<file path="src/rtl/icmp_pkg.sv">
// Shared ICMP definitions: message types, header length, TX engine states and
// the checksum seed helper used by the echo generator.
package icmp_pkg;

    localparam logic [7:0] ICMP_TYPE_ECHO_REPLY = 8'd0;
    localparam logic [7:0] ICMP_TYPE_ECHO_REQ   = 8'd8;
    localparam int         ICMP_HDR_LEN         = 8;

    typedef enum logic [2:0] {
        IDLE,
        LOAD,
        CSUM,
        FOLD,
        SEND
    } icmp_state_e;

    // Header words that carry data: {type,code=0}, identifier, sequence.
    // The checksum field itself counts as zero.
    function automatic logic [31:0] csum_seed(input logic [7:0]  typ,
                                              input logic [15:0] ident,
                                              input logic [15:0] seq);
        return {16'h0000, typ, 8'h00} + {16'h0000, ident} + {16'h0000, seq};
    endfunction

endpackage

</file>
<file path="src/rtl/icmp_csum16.sv">
// Serial ones-complement checksum accumulator: seed, add one 16-bit word per
// cycle, fold the carries back in, then read the inverted result.
module icmp_csum16 (
    input  logic        i_clk,
    input  logic        i_rst,
    input  logic        seed_i,
    input  logic [31:0] seed_val_i,
    input  logic        add_i,
    input  logic [15:0] word_i,
    input  logic        fold_i,
    output logic [15:0] result_o
);

    logic [31:0] acc_q, acc_d;

    always_comb begin
        acc_d = acc_q;
        if (seed_i) begin
            acc_d = seed_val_i;
        end else if (add_i) begin
            acc_d = acc_q + {16'h0000, word_i};
        end else if (fold_i) begin
            acc_d = {16'h0000, acc_q[31:16]} + {16'h0000, acc_q[15:0]};
        end
    end

    always_ff @(posedge i_clk or posedge i_rst) begin
        if (i_rst) begin
            acc_q <= '0;
        end else begin
            acc_q <= acc_d;
        end
    end

    assign result_o = ~acc_q[15:0];

endmodule

</file>
<file path="src/rtl/icmp_echo_tx.sv">
// ICMP echo reply/request frame generator feeding the IP TX framer.
// Optional counters (reply/request/drop) are built when ICMP_ECHO_TX_STATS_EN is defined.
module icmp_echo_tx
    import icmp_pkg::*;
#(
    parameter int          P_DATA_LEN  = 32,
    parameter logic [15:0] P_IDENT     = 16'h0001,
    parameter logic [7:0]  P_FILL_BASE = 8'h00
) (
    input  logic        i_clk,
    input  logic        i_rst,
    input  logic        i_trig_reply,
    input  logic [15:0] i_trig_id,
    input  logic [15:0] i_trig_seq,
    input  logic        i_active_req,
    input  logic [15:0] i_active_seq,
    output logic [7:0]  o_icmp_data,
    output logic [15:0] o_icmp_len,
    output logic        o_icmp_last,
    output logic        o_icmp_valid,
    input  logic        i_icmp_ready,
    output logic        o_busy
`ifdef ICMP_ECHO_TX_STATS_EN
    ,
    output logic [15:0] o_reply_cnt,
    output logic [15:0] o_req_cnt,
    output logic [15:0] o_drop_cnt
`endif
);

    localparam int TOTAL  = ICMP_HDR_LEN + P_DATA_LEN;
    localparam int NWORDS = (P_DATA_LEN + 1) / 2;
    localparam int BW     = $clog2(TOTAL + 1);
    localparam int WW     = $clog2(NWORDS + 1);

    icmp_state_e state_q, state_d;
    logic          is_reply_q, is_reply_d;
    logic [7:0]    type_q, type_d;
    logic [15:0]   ident_q, ident_d;
    logic [15:0]   seq_q, seq_d;
    logic [WW-1:0] wcnt_q, wcnt_d;
    logic          fold_q, fold_d;
    logic [BW-1:0] bcnt_q, bcnt_d;

    logic        rep_pend_q, req_pend_q;
    logic [15:0] rep_id_q, rep_seq_q, req_seq_q;

    logic        consume_rep, consume_req, sending, xfer, last_byte;
    logic        csum_seed_en, csum_add, csum_fold;
    logic [31:0] csum_seed_val;
    logic [15:0] csum_word, csum_result;
    logic [15:0] hi_idx, pidx;
    logic [7:0]  word_lo, tx_byte;

    assign sending     = (state_q == SEND);
    assign xfer        = sending && i_icmp_ready;
    assign last_byte   = (bcnt_q == BW'(TOTAL - 1));
    assign consume_rep = (state_q == LOAD) && is_reply_q;
    assign consume_req = (state_q == LOAD) && !is_reply_q;

    // A pulse arriving in the same cycle the slot is consumed stays pending.
    always_ff @(posedge i_clk or posedge i_rst) begin
        if (i_rst) begin
            rep_pend_q <= 1'b0;
            rep_id_q   <= '0;
            rep_seq_q  <= '0;
            req_pend_q <= 1'b0;
            req_seq_q  <= '0;
        end else begin
            if (i_trig_reply) begin
                rep_pend_q <= 1'b1;
                rep_id_q   <= i_trig_id;
                rep_seq_q  <= i_trig_seq;
            end else if (consume_rep) begin
                rep_pend_q <= 1'b0;
            end
            if (i_active_req) begin
                req_pend_q <= 1'b1;
                req_seq_q  <= i_active_seq;
            end else if (consume_req) begin
                req_pend_q <= 1'b0;
            end
        end
    end

    // Payload word j = {byte 2j, byte 2j+1}; a missing odd tail byte reads as zero.
    assign hi_idx    = 16'(wcnt_q) << 1;
    assign word_lo   = ((hi_idx + 16'd1) < 16'(P_DATA_LEN)) ? (P_FILL_BASE + hi_idx[7:0] + 8'd1) : 8'h00;
    assign csum_word = {P_FILL_BASE + hi_idx[7:0], word_lo};

    always_comb begin
        state_d       = state_q;
        is_reply_d    = is_reply_q;
        type_d        = type_q;
        ident_d       = ident_q;
        seq_d         = seq_q;
        wcnt_d        = wcnt_q;
        fold_d        = fold_q;
        bcnt_d        = bcnt_q;
        csum_seed_en  = 1'b0;
        csum_seed_val = '0;
        csum_add      = 1'b0;
        csum_fold     = 1'b0;
        case (state_q)
            IDLE: begin
                bcnt_d = '0;
                if (rep_pend_q) begin
                    state_d    = LOAD;
                    is_reply_d = 1'b1;
                end else if (req_pend_q) begin
                    state_d    = LOAD;
                    is_reply_d = 1'b0;
                end
            end
            LOAD: begin
                type_d        = is_reply_q ? ICMP_TYPE_ECHO_REPLY : ICMP_TYPE_ECHO_REQ;
                ident_d       = is_reply_q ? rep_id_q : P_IDENT;
                seq_d         = is_reply_q ? rep_seq_q : req_seq_q;
                csum_seed_en  = 1'b1;
                csum_seed_val = csum_seed(type_d, ident_d, seq_d);
                wcnt_d        = '0;
                state_d       = CSUM;
            end
            CSUM: begin
                csum_add = 1'b1;
                if (wcnt_q == WW'(NWORDS - 1)) begin
                    fold_d  = 1'b0;
                    state_d = FOLD;
                end else begin
                    wcnt_d = wcnt_q + WW'(1);
                end
            end
            FOLD: begin
                csum_fold = 1'b1;
                fold_d    = 1'b1;
                if (fold_q) begin
                    state_d = SEND;
                end
            end
            SEND: begin
                if (xfer) begin
                    if (last_byte) begin
                        state_d = IDLE;
                    end else begin
                        bcnt_d = bcnt_q + BW'(1);
                    end
                end
            end
            default: state_d = IDLE;
        endcase
    end

    always_ff @(posedge i_clk or posedge i_rst) begin
        if (i_rst) begin
            state_q    <= IDLE;
            is_reply_q <= 1'b0;
            type_q     <= '0;
            ident_q    <= '0;
            seq_q      <= '0;
            wcnt_q     <= '0;
            fold_q     <= 1'b0;
            bcnt_q     <= '0;
        end else begin
            state_q    <= state_d;
            is_reply_q <= is_reply_d;
            type_q     <= type_d;
            ident_q    <= ident_d;
            seq_q      <= seq_d;
            wcnt_q     <= wcnt_d;
            fold_q     <= fold_d;
            bcnt_q     <= bcnt_d;
        end
    end

    icmp_csum16 u_csum (
        .i_clk      (i_clk),
        .i_rst      (i_rst),
        .seed_i     (csum_seed_en),
        .seed_val_i (csum_seed_val),
        .add_i      (csum_add),
        .word_i     (csum_word),
        .fold_i     (csum_fold),
        .result_o   (csum_result)
    );

    // Stream handshake: a byte moves on valid && ready; while valid && !ready the
    // byte index is frozen, so data/last hold, and valid stays high until the last byte moves.
    assign pidx = 16'(bcnt_q) - 16'(ICMP_HDR_LEN);

    always_comb begin
        case (bcnt_q)
            BW'(0):  tx_byte = type_q;
            BW'(1):  tx_byte = 8'h00;
            BW'(2):  tx_byte = csum_result[15:8];
            BW'(3):  tx_byte = csum_result[7:0];
            BW'(4):  tx_byte = ident_q[15:8];
            BW'(5):  tx_byte = ident_q[7:0];
            BW'(6):  tx_byte = seq_q[15:8];
            BW'(7):  tx_byte = seq_q[7:0];
            default: tx_byte = P_FILL_BASE + pidx[7:0];
        endcase
    end

    assign o_icmp_data  = sending ? tx_byte : 8'h00;
    assign o_icmp_valid = sending;
    assign o_icmp_last  = sending && last_byte;
    assign o_icmp_len   = 16'(TOTAL);
    // Pending work in IDLE also counts as busy, so back-to-back frames keep it high.
    assign o_busy       = (state_q != IDLE) || rep_pend_q || req_pend_q;

`ifdef ICMP_ECHO_TX_STATS_EN
    logic [15:0] reply_cnt_q, req_cnt_q, drop_cnt_q;
    logic        drop_rep, drop_req;

    assign drop_rep = i_trig_reply && rep_pend_q && !consume_rep;
    assign drop_req = i_active_req && req_pend_q && !consume_req;

    always_ff @(posedge i_clk or posedge i_rst) begin
        if (i_rst) begin
            reply_cnt_q <= '0;
            req_cnt_q   <= '0;
            drop_cnt_q  <= '0;
        end else begin
            if (xfer && last_byte && is_reply_q) begin
                reply_cnt_q <= reply_cnt_q + 16'd1;
            end
            if (xfer && last_byte && !is_reply_q) begin
                req_cnt_q <= req_cnt_q + 16'd1;
            end
            drop_cnt_q <= drop_cnt_q + 16'(drop_rep) + 16'(drop_req);
        end
    end

    assign o_reply_cnt = reply_cnt_q;
    assign o_req_cnt   = req_cnt_q;
    assign o_drop_cnt  = drop_cnt_q;
`endif

endmodule

</file>
<file path="config.mk">
export PLATFORM = sky130hd
export DESIGN_NAME = icmp_echo_tx
export DESIGN_NICKNAME = d
export VERILOG_FILES = /design/src/rtl/icmp_pkg.sv /design/src/rtl/icmp_csum16.sv /design/src/rtl/icmp_echo_tx.sv
export SDC_FILE = /design/constraint.sdc
export NUM_CORES = 1
export LEC_CHECK = 0
export CORE_UTILIZATION = 60
export CTS_BUF_LIST = sky130_fd_sc_hd__clkbuf_4 sky130_fd_sc_hd__clkbuf_8
export DETAILED_ROUTE_END_ITERATION = 16
export GPL_TIMING_DRIVEN = 0
export PLACE_DENSITY = 0.83
export SETUP_SLACK_MARGIN = 0.02
export SYNTH_ARGS = -nofsm -noshare
export SYNTH_HDL_FRONTEND = slang
export SYNTH_SLANG_ARGS = --single-unit
</file>
<file path="constraint.sdc">
create_clock -name i_clk -period 5.7 [get_ports i_clk]
set_input_delay 1.14 -clock i_clk [delete_from_list [all_inputs] [get_ports i_clk]]
set_output_delay 1.14 -clock i_clk [all_outputs]
set_load 0.02 [all_outputs]
</file>
# Yosys cells after proc, flatten, opt, wreduce, memory -nomap -nowiden
# Cells that the tools add are included.
dict set report word_totals {
  latch_bits 0
  reg_bits 138
  mem_bits_ro 0
  input_bits 53
  elab_cells 100
  mem_count 0
  mem_bits_rw 0
}
dict set report op_classes {
  n_addsub 9
  mux 33
  n_mul 0
  bitwise_logic 1
  magnitude_cmp 1
  reduce_logical 22
  n_div 0
  n_shift 0
  eq_ne 20
}
# operator count
set op_table {}
lappend op_table {{$mux W32} 3}
lappend op_table {{$pmux W8 S8} 1}
lappend op_table {{$add A32 B14 Y32} 1}
lappend op_table {{$mux W16} 2}
lappend op_table {{$eq A6 B3 Y1 const B} 4}
lappend op_table {{$add A17 B16 Y18} 1}
lappend op_table {{$mux W18} 1}
lappend op_table {{$mux W3} 6}
lappend op_table {{$add A12 B16 Y17} 1}
lappend op_table {{$add A16 B16 Y17} 1}
lappend op_table {{$not A16 Y16} 1}
lappend op_table {{$pmux W3 S5} 1}
lappend op_table {{$add A6 B1 Y7 const B} 2}
lappend op_table {{$eq A6 B2 Y1 const B} 2}
lappend op_table {{$mux W6} 2}
lappend op_table {{$pmux W6 S2} 1}
lappend op_table {{$reduce_bool A2 Y1} 6}
lappend op_table {{$mux W1} 10}
lappend op_table {{$pmux W5 S2} 1}
lappend op_table {{$mux W8} 1}
lappend op_table {{$ne A2 B2 Y1 const B} 4}
lappend op_table {{$lt A7 B6 Y1 const B} 1}
lappend op_table {{$mux W7} 1}
lappend op_table {{$sub A6 B4 Y7 const B} 1}
lappend op_table {{22 further kinds} 31}

# Logic depth before layout (Yosys ltp)
# Gate-level depths: netlist of run 1.
dict set report logic_depth {
  word_depth 6
  mapped_depth 13
}

# Hierarchy
# Synthesis of run 1 repeated with hierarchy kept, for this count alone.
dict set report hier_totals {
  hier_cells 1049
  hier_area_um2 9346.5
}
# mod n_inst cells_each seq_area_each_um2 area_each_um2
set modules_own_cells {}
lappend modules_own_cells {icmp_echo_tx 1 620 2477.4 5930.7}
lappend modules_own_cells {icmp_csum16 1 429 800.8 3415.8}

# Least setup slack after synthesis of run 1
# Ideal clock, no wire load.
dict set report synth_timing {
  path_type {register to output}
  start {register bcnt_q[0]}
  end {output port o_icmp_data[4]}
  t_required_ns 4.560
  path_buffers 0
  slack_ns 2.408
  arrival_ns 2.152
  path_stages_with_launch 8
  path_cell_list {dfrtp_1 > inv_1 > ha_1 > o41ai_1 > inv_1 > o22ai_1 > a211oi_1 > a21oi_1}
}
dict set report synth_between {
  elab_chain_len 3
  elab_cells_between_ends 11
}
# item line_no
set synth_lines {}
lappend synth_lines {{from (decl)} icmp_echo_tx.sv:43} ;# logic [BW-1:0] bcnt_q, bcnt_d;
lappend synth_lines {{from (signal assigned)} icmp_echo_tx.sv:171} ;# bcnt_q <= bcnt_d;
lappend synth_lines {{$sub A6 B4 Y7 (tied with other cells)} icmp_echo_tx.sv:188} ;# assign pidx = 16'(bcnt_q) - 16'(ICMP_HDR_LEN);
lappend synth_lines {{$pmux W8 S8 (*)} icmp_echo_tx.sv:191} ;# case (bcnt_q)
lappend synth_lines {{$mux W8 (*)} icmp_echo_tx.sv:204} ;# assign o_icmp_data = sending ? tx_byte : 8'h00;
lappend synth_lines {{to (decl)} icmp_echo_tx.sv:17} ;# output logic [7:0] o_icmp_data,
# Mark *: on every way between the ends. The rest lies on a longest branch, timed or not.

# Final worst setup path of run 1
dict set report layout_timing {
  start {register bcnt_q[1]}
  end {output port o_icmp_data[4]}
}
# Same word-level chain as after synthesis.

==> results.py, run 1 <==
metrics = {
    "floorplan": {
        "start_util_pct": 61.8,
        "rows": 43,
        "die_h_um": 122,
        "io_pins": 80,
        "die_w_um": 122,
        "die_area_mm2": 0.0149,
        "core_mm2": 0.0140,
    },
    "yosys": {
        "synth_top_flop_cell": "dfrtp_1",
        "synth_top_area_share_pct": 37.9,
        "synth_area_leaders": "dfrtp_1 38%, mux2_2 10%, ha_1 9.4%, nand2_1 5.4%, o21ai_0 2.9%",
        "synth_top_cell_by_area": "dfrtp_1",
        "synth_seq_cells": 131,
        "yosysSeqAreaShare_pct": 37.9,
        "synth.distinct_cells": 67,
        "syn-cell-area_mm2": 0.00864,
        "netlist_instances": 914,
        "synth_edf_count": 0,
        "syn_avg_cell_area_um2": 9.46,
        "synthArstFlopShare_pct": 100,
        "ys_warn_count": 0,
    },
    "setup_path": {
        "slowest_delay_ps": 1130,
        "cp_max_fo": 7,
        "cp_slowest_cell": "o41ai_1",
        "end_kind": "output pin",
        "path_cells": "inv_1 > ha_1 > o41ai_1 > inv_1 > o22ai_1 > a211oi_1 > a21oi_1 > clkdlybuf4s50_1",
        "worstPathArrival_ps": 3830,
        "crit_path_frequent_cell": "inv_1",
        "cp-start-kind": "flop",
        "crit_required_ps": 4560,
        "crit_type": "flop to output pin",
    },
    "outcome": {
        "status": "complete, no violations",
    },
    "pwr": {
        "p_leak_nw": 4.48,
        "p_comb_share_pct": 54.6,
        "switching_share_pct": 46.9,
        "power.density_mw_per_mm2": 500,
        "seq_power_share_pct": 28.5,
        "clkPwrFrac_pct": 16.9,
        "p_int_mw": 2.65,
        "power_switching_mw": 2.34,
        "vdd_drop_max_mv": 0.282,
    },
    "detailed_routing": {
        "ant_nets": 0,
        "via_count": 7606,
        "vias_per_cell": 6.33,
        "drt_iter0_drc": 802,
        "routedWlPerCell_um": 20.1,
        "route.detailed.drc": 0,
        "first_pass_iters": 6,
        "wl_um": 24200,
    },
    "finish": {
        "layout_common_cells": "131 x dfrtp_1, 124 x nand2_1, 80 x mux2_2, 65 x ha_1, 61 x clkdlybuf4s50_1",
        "area_growth_pct": 15.4,
        "layout-drive-gt1-share_pct": 14.4,
        "fill_cells": 1047,
        "stdcell_area_mm2": 0.00997,
        "n_antenna_cell": 0,
        "nNetsFinal": 1130,
        "final_common_cell": "dfrtp_1",
        "fin_cells": 1202,
    },
    "global_route": {
        "grt_max_degree": 96,
        "grt_pass1_vias": 7381,
        "antenna_found_initial": 0,
        "grt_overflow": 0,
        "grt_pass1_wl_um": 39000,
        "grt_usage_pct": 35.0,
    },
    "sta": {
        "final.setup_skew_ps": 11.9,
        "post-route-min-period_ps": 4970,
        "finalSetupTns_ps": 0,
        "setup_viol_count_final": 0,
        "slew_headroom_pct": 14.2,
        "rsz0062_at_grt": "no",
        "timing.fmax_ghz": 0.201,
        "finalHoldViolCount": 0,
        "setup_slack_ps": 727,
        "min_period_over_period_pct": 87.3,
        "finalMaxSlewViolations": 0,
        "tightest_slew_ps": 1270,
    },
    "clocking": {
        "cts_setup_buffers": 0,
        "hold_buffers": 0,
        "ctsResizeCount": 0,
        "cts_buffer_depth": 2,
        "clkSinkCount": 131,
        "cts_root_buf": "clkbuf_8",
        "h-tree-depth": 4,
        "numCtsBuffers": 17,
        "clk_pin_slew_ps": 90,
        "cts_tree": "yes",
        "clkLatencyLatePin_ps": 470,
    },
    "job": {
        "maxCapViolations": 0,
    },
    "place": {
        "dpl_cell_area_mm2": 0.00956,
        "placed_cells": 1170,
        "hpwl_um": 18000,
        "gp_congestion": 0.945,
        "numPortBuffers": 61,
        "place_ws_ps": 1350,
    },
    "hold_path": {
        "holdCritPathClass": "flop to flop",
    },
}
## path summary, 6_finish.rpt
check	startpoint	end	slack, ps	depth (start not counted)
worst max-delay path	bcnt_q[1]	o_icmp_data[4]	730	8
worst min-delay path	ident_q[11]	ident_q[11]	470	2
worst max register to register	is_reply_q	u_csum.acc_q[14]	1740	12
worst min register to register	ident_q[11]	ident_q[11]	470	2
max in group asynchronous	i_rst	rep_seq_q[6]	3860	3
min in group asynchronous	i_rst	u_csum.acc_q[1]	1050	2
## cell families after synthesis
group	share of synthesized area [%]
other	0.0869
flip-flops	37.9
adder cells (fa/ha/maj)	10.1
AND/OR/NAND/NOR	16.4
AO/OA/AOI/OAI	16.4
buffers and inverters	4.27
multiplexers	11.1
XOR/XNOR	3.65
## cells in the mapped netlist, types with 6 or more instances
cell / count
nand3_1: 20
o21ai_0: 50
ha_1: 65
xor2_1: 23
nor3_1: 18
inv_1: 23
mux2i_1: 6
clkbuf_1: 38
a31oi_1: 23
nor2b_1: 10
buf_4: 17
dfrtp_1: 131
and3_1: 11
a211oi_1: 13
a221oi_1: 6
or3_1: 6
nand2_1: 124
nor2_1: 51
and2_1: 18
mux2_2: 80
a21oi_1: 47
xnor2_1: 13
a21o_1: 12
o22ai_1: 10
nand4_1: 10
## power groups by stage
stage	registers, mW	clock network (mW)	logic, mW
after global routing	1.44	0.887	2.96
after floorplan	1.32	0	1.94
after global placement	1.41	0	2.57
final	1.42	0.842	2.72
after detailed placement	1.42	0	2.62
after CTS	1.40	0.844	2.65
## worst max-delay path, delay by kind of cell, from the launching register on
family	cells	cell delay, ps
adder cells (fa/ha/maj)	1	240
buffers and inverters	3	990
AO/OA/AOI/OAI	4	1690
flip-flops	1	470
## metrics by stage
step | util [%] | total power [mW] | hold slack, ps
after detailed placement | 68.4 | 4.04 | 454
after global routing | 71.3 | 5.28 | 503
after global placement | 68.1 | 3.98 | 451
after CTS | 71.3 | 4.90 | 476
after floorplan | - | 3.26 | 433
final | 71.3 | 4.98 | 472
## cell type report
type	count	area (um2)	share of cell area [%]
multi-input cells	716	5050	50.6
flip-flops and latches	131	3280	32.9
repair buffers	62	638	6.40
plain buffers	58	283	2.84
clock buffers	18	241	2.42
well taps	180	225	2.26
clock inverters	14	168	1.68
inverters	23	91.3	0.916
## state kept, by name, indices dropped and copies added, names as in the netlist, 3 cells and up
signal	count
bcnt_q	6
ident_q	16
rep_id_q	16
rep_seq_q	16
req_seq_q	16
seq_q	16
state_q	3
u_csum.acc_q	32
wcnt_q	5
## per-layer routing
| layer | wire [um] | vias to the layer above | global-route usage (%) |
|---|---|---|---|
| li1 | - | 3489 | - |
| met1 | 9810 | 3631 | 43.6 |
| met2 | 11200 | 397 | 56.5 |
| met3 | 1910 | 89 | 7.54 |
| met4 | 1230 | 0 | 18.8 |
| met5 | 0 | - | 0 |
Power figures use the tool's default switching activity.
==> run 2, diff against run 1 <==
CORE_UTILIZATION = 50   (was 60)
PLACE_DENSITY = 0.71   (was 0.83)
SLEW_MARGIN = 10   (was not set)
==> results.py, run 2 (synthesized netlist as in run 1, its figures left out) <==
metrics = {
    "outcome": {
        "status": "complete, no violations",
    },
    "setup_path": {
        "crit_required_ps": 4560,
        "end_kind": "output pin",
        "worstPathArrival_ps": 3960,
        "crit_type": "flop to output pin",
        "cp_max_fo": 7,
        "cp-start-kind": "flop",
    },
    "floorplan": {
        "die_w_um": 133,
        "io_pins": 80,
        "die_area_mm2": 0.0178,
        "start_util_pct": 51.7,
        "core_mm2": 0.0167,
        "rows": 47,
        "die_h_um": 133,
    },
    "finish": {
        "layout_common_cells": "131 x dfrtp_1, 124 x nand2_1, 80 x mux2_2, 65 x ha_1, 61 x clkdlybuf4s50_1",
        "largest_reg_flops": 32,
        "layout-drive-gt1-share_pct": 14.4,
        "final_common_cell": "dfrtp_1",
        "nNetsFinal": 1130,
        "fin_cells": 1242,
        "fill_cells": 1492,
        "stdcell_area_mm2": 0.0101,
        "regMostFlops": "u_csum.acc_q",
        "n_antenna_cell": 0,
        "area_growth_pct": 16.3,
    },
    "place": {
        "gp_congestion": 0.912,
        "hpwl_um": 18400,
        "place_ws_ps": 1300,
        "placed_cells": 1210,
        "dpl_cell_area_mm2": 0.00961,
        "numPortBuffers": 61,
    },
    "sta": {
        "min_period_over_period_pct": 89.4,
        "setup_slack_ps": 603,
        "rsz0062_at_grt": "no",
        "final.setup_skew_ps": 16.5,
        "tightest_slew_ps": 1340,
        "finalMaxSlewViolations": 0,
        "post-route-min-period_ps": 5100,
        "setup_viol_count_final": 0,
        "slew_headroom_pct": 9.35,
        "finalHoldViolCount": 0,
        "timing.fmax_ghz": 0.196,
    },
    "clocking": {
        "clk_pin_slew_ps": 90,
        "hold_buffers": 0,
        "ctsResizeCount": 0,
        "cts_buffer_depth": 2,
        "clkLatencyLatePin_ps": 490,
        "clkSinkCount": 131,
        "h-tree-depth": 4,
        "cts_setup_buffers": 0,
        "cts_tree": "yes",
        "numCtsBuffers": 17,
        "cts_root_buf": "clkbuf_8",
    },
    "global_route": {
        "grt_pass1_vias": 7185,
        "grt_pass1_wl_um": 38700,
        "grt_max_degree": 85,
        "grt_usage_pct": 28.5,
        "antenna_found_initial": 0,
        "grt_overflow": 0,
    },
    "detailed_routing": {
        "drt_iter0_drc": 521,
        "via_count": 7432,
        "vias_per_cell": 5.98,
        "ant_nets": 0,
        "route.detailed.drc": 0,
        "routedWlPerCell_um": 19.5,
        "first_pass_iters": 6,
        "wl_um": 24200,
    },
    "pwr": {
        "p_leak_nw": 4.50,
        "total_power_mw": 4.97,
        "vdd_drop_max_mv": 0.275,
        "power.density_mw_per_mm2": 494,
    },
    "hold_path": {
        "holdCritPathClass": "flop to flop",
    },
    "job": {
        "maxCapViolations": 0,
    },
}
==> run 2: through the flow <==
stage	TNS, ps	hold slack [ps]	utilization [%]
2_1_floorplan	0	433	-
3_3_place_gp	-136810	451	57.4
3_5_place_dp	0	459	57.6
4_1_cts	0	483	60.2
5_1_grt	0	501	60.2
6_report	0	485	60.2
==> run 2: path summary, 6_finish.rpt <==
check                      depth (start not counted)          endpoint        start  slack, ps
min in group asynchronous                          2   u_csum.acc_q[9]        i_rst       1070
hold reg to reg                                    2       ident_q[11]  ident_q[11]        490
setup / recovery                                   8    o_icmp_data[4]    bcnt_q[0]        600
hold / removal                                     2       ident_q[11]  ident_q[11]        490
max in group asynchronous                          3      rep_seq_q[6]        i_rst       3850
setup reg to reg                                  12  u_csum.acc_q[14]   is_reply_q       1610
==> run 2: area by class of cell <==
type	count	area [um2]	share of cell area, %
clock buffer	17	234	2.33
timing repair buffer	62	638	6.35
inverter	23	91.3	0.909
multi-input combinational	716	5050	50.2
clock inverter	15	204	2.03
sequential	131	3280	32.6
buffer	58	283	2.81
tap	220	275	2.74
==> run 2: routing by layer <==
| layer | vias to the layer above | share of wire, % | track usage, % |
|---|---|---|---|
| li1 | 3490 | - | - |
| met1 | 3573 | 43 | 37.5 |
| met2 | 308 | 47 | 45.9 |
| met3 | 61 | 6.6 | 5.90 |
| met4 | 0 | 3.3 | 11.6 |
| met5 | - | 0 | 0 |
==> run 2: report_power, final <==
part           internal [mW]  leakage (nW)  total, mW  switching [mW]
combinational           1.06          2.66       2.65            1.59
clock                  0.419         0.223      0.899           0.480
sequential              1.17          1.61       1.42           0.252
total                   2.65          4.50       4.97            2.32
==> run 2: critical path, stage by stage (launching register included) <==
cell	delay, ps
dfrtp_1	490
inv_1	140
ha_1	280
o41ai_1	1170
inv_1	180
o22ai_1	220
a211oi_1	70
a21oi_1	270
clkdlybuf4s50_1	660
